==> config.mk <==
export PLATFORM = sky130hd
export DESIGN_NAME = uart_request_controller
export DESIGN_NICKNAME = d
export VERILOG_FILES = /design/src/rtl/uart_request_controller.sv
export SDC_FILE = /design/constraint.sdc
export NUM_CORES = 1
export LEC_CHECK = 0
export BUFFER_PORTS_ARGS = -buffer_cell sky130_fd_sc_hd__buf_2
export CORE_MARGIN = 2
export CORE_UTILIZATION = 35
export CTS_CLUSTER_SIZE = 28
export DETAILED_ROUTE_END_ITERATION = 16
export GPL_TIMING_DRIVEN = 0
export PLACE_DENSITY = 0.64
export SYNTH_ARGS = -nofsm -noshare
export SYNTH_HDL_FRONTEND = slang
export SYNTH_SLANG_ARGS = --single-unit
==> constraint.sdc <==
create_clock -name clock -period 2.1 [get_ports clock]
set_input_delay 0.315 -clock clock [delete_from_list [all_inputs] [get_ports clock]]
set_output_delay 0.315 -clock clock [all_outputs]
set_load 0.05 [all_outputs]
==> src/rtl/uart_request_controller.sv <==
// Turns the UART receiver byte stream into validated two-byte sensor requests
// (command, then address), with an inter-byte timeout and a valid/ready output.
module uart_request_controller #(
  parameter int TIMEOUT_CYCLES = 43400,
  parameter int MAX_COMMAND    = 7,
  parameter int MAX_ADDRESS    = 31
) (
  input  logic       clock,
  input  logic       reset,
  input  logic       has_data,
  input  logic [7:0] data_received,
  input  logic       request_ready,
  output logic       request_valid,
  output logic [7:0] request_command,
  output logic [7:0] request_address,
  output logic       error,
  output logic [1:0] error_code,
  output logic       overrun,
  output logic [2:0] debug_state
);

  // A one-cycle timeout still needs a one-bit counter.
  localparam int              COUNTER_WIDTH  = (TIMEOUT_CYCLES > 1) ? $clog2(TIMEOUT_CYCLES) : 1;
  localparam logic [COUNTER_WIDTH-1:0] TIMEOUT_LAST = COUNTER_WIDTH'(TIMEOUT_CYCLES - 1);
  localparam logic [7:0]      MAX_COMMAND_BYTE = 8'(MAX_COMMAND);
  localparam logic [7:0]      MAX_ADDRESS_BYTE = 8'(MAX_ADDRESS);

  localparam logic [1:0] CAUSE_BAD_COMMAND = 2'd1;
  localparam logic [1:0] CAUSE_BAD_ADDRESS = 2'd2;
  localparam logic [1:0] CAUSE_TIMEOUT     = 2'd3;

  typedef enum logic [2:0] {
    IDLE         = 3'd0,
    WAIT_ADDRESS = 3'd1,
    VALIDATE     = 3'd2,
    DISPATCH     = 3'd3,
    ERROR        = 3'd4
  } state_t;

  state_t                    state_reg;
  state_t                    state_next;
  logic [7:0]                command_reg;
  logic [7:0]                address_reg;
  logic [COUNTER_WIDTH-1:0]  counter_reg;
  logic [1:0]                error_code_reg;
  logic [1:0]                error_code_next;
  logic                      overrun_reg;
  logic [2:0]                debug_state_reg;
  logic                      latch_command;
  logic                      latch_address;
  logic                      timeout_hit;
  logic                      busy;

  assign timeout_hit = (counter_reg == TIMEOUT_LAST);
  assign busy        = (state_reg == VALIDATE) || (state_reg == DISPATCH) || (state_reg == ERROR);

  always_comb begin
    state_next      = state_reg;
    error_code_next = error_code_reg;
    latch_command   = 1'b0;
    latch_address   = 1'b0;
    case (state_reg)
      IDLE: begin
        if (has_data) begin
          latch_command = 1'b1;
          state_next    = WAIT_ADDRESS;
        end
      end
      WAIT_ADDRESS: begin
        // An address byte on the very last allowed cycle beats the timeout.
        if (has_data) begin
          latch_address = 1'b1;
          state_next    = VALIDATE;
        end else if (timeout_hit) begin
          state_next      = ERROR;
          error_code_next = CAUSE_TIMEOUT;
        end
      end
      VALIDATE: begin
        if (command_reg > MAX_COMMAND_BYTE) begin
          state_next      = ERROR;
          error_code_next = CAUSE_BAD_COMMAND;
        end else if (address_reg > MAX_ADDRESS_BYTE) begin
          state_next      = ERROR;
          error_code_next = CAUSE_BAD_ADDRESS;
        end else begin
          state_next = DISPATCH;
        end
      end
      DISPATCH: begin
        if (request_ready) begin
          state_next = IDLE;
        end
      end
      ERROR: begin
        state_next = IDLE;
      end
      default: begin
        state_next = IDLE;
      end
    endcase
  end

  always_ff @(posedge clock) begin
    if (reset) begin
      state_reg       <= IDLE;
      command_reg     <= 8'd0;
      address_reg     <= 8'd0;
      error_code_reg  <= 2'd0;
      overrun_reg     <= 1'b0;
      debug_state_reg <= 3'd0;
    end else begin
      state_reg       <= state_next;
      error_code_reg  <= error_code_next;
      overrun_reg     <= has_data && busy;
      debug_state_reg <= state_reg;
      if (latch_command) begin
        command_reg <= data_received;
      end
      if (latch_address) begin
        address_reg <= data_received;
      end
    end
  end

  // Held at zero outside WAIT_ADDRESS, so every entry starts from zero; saturates.
  always_ff @(posedge clock) begin
    if (reset || (state_reg != WAIT_ADDRESS)) begin
      counter_reg <= '0;
    end else if (!timeout_hit) begin
      counter_reg <= counter_reg + 1'b1;
    end
  end

  assign request_valid   = (state_reg == DISPATCH);
  assign request_command = command_reg;
  assign request_address = address_reg;
  assign error           = (state_reg == ERROR);
  assign error_code      = error_code_reg;
  assign overrun         = overrun_reg;
  assign debug_state     = debug_state_reg;

endmodule
==> impl_metrics.json <==
{
  "fin_nets": 261,
  "synth_area_um2": 1780,
  "critPathMaxFanout": 6,
  "synthToLayoutAreaGrowth_pct": 20.8,
  "cpPeakStageDelay_ns": 0.49,
  "dr.pass1.iters": 4,
  "synth.distinct_cells": 39,
  "r2r_slack_ns": 0.25,
  "drt-met1-wl_mm": 1.86,
  "wire_per_inst_um": 12.1,
  "dieArea_um2": 5660,
  "start_kind": "flip-flop",
  "slew_violations": 0,
  "grt-ovfl-total": 0,
  "maxCapViolCount": 0,
  "async_flop_share_pct": 0,
  "synth_ff_type": "dfxtp_1",
  "required_ns": 2.30,
  "ys_top_cells_by_area": "dfxtp_1 (46%), nor2_1 (6.3%), mux2i_1 (5.6%)",
  "synth_common_cells": "dfxtp_1 (41), nor2_1 (30), nand2_1 (26)",
  "cts_tree": "done",
  "critPathSlowestCell": "nor4_1",
  "cts_buffers": 5,
  "worstHoldEndpoint": "request_command[0]",
  "row_count": 25,
  "clk_pin_slew_ns": 0.08,
  "leakagePower_nw": 0.803,
  "drt_iter0_drc": 97,
  "post_cts_resized": 0,
  "io_buffers": 34,
  "viasPerCell": 4.99,
  "status": "finished clean",
  "die_w_um": 75.2,
  "grt_pass1_vias": 1376,
  "placed_cells": 308,
  "grt_max_degree": 15,
  "cp.arrival_ns": 2.05,
  "path_delay_family": "simple AND/OR/NAND/NOR gates",
  "dr_wl_met2_mm": 1.78,
  "antenna_cells": 0,
  "power.density_nw_per_um2": 1050,
  "ant_nets": 0,
  "synth.avg_cell_area_um2": 8.58,
  "reg2reg_to": "counter_reg[14]",
  "synth_seq_area_share_pct": 46.2,
  "gp_congestion": 0.790,
  "yosys.area.top_type_share_pct": 46.2,
  "hold_viol_final": 0,
  "die_h_um": 75.2,
  "irDropWorstVdd_mv": 0.408,
  "synth.net_count": 220,
  "slew_headroom_pct": 60.4,
  "grt.total_usage_pct": 13.9,
  "max_freq_mhz": 540,
  "clkLatencyLatePin_ns": 0.30,
  "fin_crit_ns": 1.85,
  "grt_antenna_before_repair": 0,
  "whs_ns": 0.265,
  "hold_path_class": "input pin to flip-flop",
  "syn_inst": 207,
  "cts_setup_buffers": 0,
  "met3_length_um": 146,
  "post-dp-hpwl_mm": 2.80,
  "synth_top_area_cell": "dfxtp_1",
  "design.portCount": 36,
  "coreArea_um2": 4820,
  "initial_core_util_pct": 36.9,
  "reg2regPathDepth": 5,
  "largest_register_ffs": 16,
  "grt_pass1_wl_mm": 6.05,
  "cts_max_path_buffers": 2,
  "worstHoldStart": "data_received[0]",
  "synth-edff-count": 0,
  "path_cells": "ha_1 > nand3_1 > nor4_1 > a311oi_1 > a41o_1",
  "crit_buf_inv": 0,
  "stdcell_count": 316,
  "tns_ns": 0,
  "synth_warnings": 0,
  "layout_setup_ws_ns": 0.247,
  "dp_slack_ns": 0.251,
  "cts_sinks": 41,
  "grt_setup_unrepaired": "no",
  "yosysMostFrequentCell": "dfxtp_1",
  "worst_slew_pin_slew_ns": 0.593,
  "period_share_pct": 88.2,
  "fin_skew_ns": 0.00757,
  "cts_root_buf": "clkbuf_8",
  "dr_total_vias": 1576,
  "drc": 0,
  "crit_type": "flip-flop to flip-flop",
  "htree_levels": 2,
  "critPathCaptureType": "flip-flop",
  "layout-drive-gt1-share_pct": 20.1,
  "highest_layer": "met4",
  "routed_wirelength_mm": 3.83,
  "postCtsHoldBufs": 0,
  "ys_seq_elements": 41,
  "worstHoldPathCells": 3,
  "worstReg2RegStart": "counter_reg[0]",
  "setup_viol": 0
}
-- per-stage QoR --
stage	power, W	util (%)	instance area [um2]
finish	0.00225	44.5	2140
CTS	0.00227	44.5	2140
floorplan	0.00147	-	1780
global route	0.00236	44.5	2140
global placement	0.00162	42.1	2030
detailed placement	0.00163	42.1	2030
-- placed cells by master, fill, tap and decap left out, drive strengths merged, types with 2 or more instances in the layout --
cell type,count
nor2,30
dfxtp,41
or4,2
nand3,7
o21ai,4
nand4,3
nor4,5
inv,9
nor3,9
buf,35
clkbuf,12
a21oi,17
a311oi,2
or3,6
nand2,26
xnor2,6
nor3b,2
mux2i,10
xor2,2
-- logic make-up after synthesis --
group | share of synthesized area, %
simple gates | 28.8
flops | 46.2
compound gates | 10.4
buf+inv | 3.66
mux | 6.27
xor+xnor | 3.95
fa+ha+maj | 0.705
-- how the worst max path moves through the flow --
stage                               from              end  cells past startpoint
final                     counter_reg[0]  counter_reg[14]                      5
after floorplan             state_reg[0]          overrun                      4
after detailed placement  counter_reg[0]  counter_reg[14]                      5
after CTS                 counter_reg[0]  counter_reg[14]                      5
after global routing      counter_reg[0]  counter_reg[14]                      5
after global placement    counter_reg[0]  counter_reg[14]                      5
-- worst min-delay path: stages --
cell,delay (ns)
buf_2,0.11
nand2_1,0.05
a21oi_1,0.05
-- routing by layer --
metal | up-vias | GRT usage [%]
li1 | 803 | -
met1 | 739 | 18.4
met2 | 30 | 21.8
met3 | 4 | 3.61
met4 | 0 | 5.26
met5 | - | 0
-- cell type report --
cell class                      count  area [um2]
Clock inverter                      3        46.3
Inverter                            9        33.8
Fill cell                         523        2670
Tap cell                           67        83.8
Buffer                              8        31.3
Timing Repair Buffer               34         170
Sequential cell                    41         821
Multi-Input combinational cell    149         890
Clock buffer                        5        68.8
-- report_power, final --
part	total (W)	internal [W]	switching (W)
logic	0.000699	0.000204	0.000494
clock network	0.000646	0.000356	0.000290
registers	0.000909	0.000860	0.0000490
total	0.00225	0.00142	0.000833
Power figures use the tool's default switching activity.
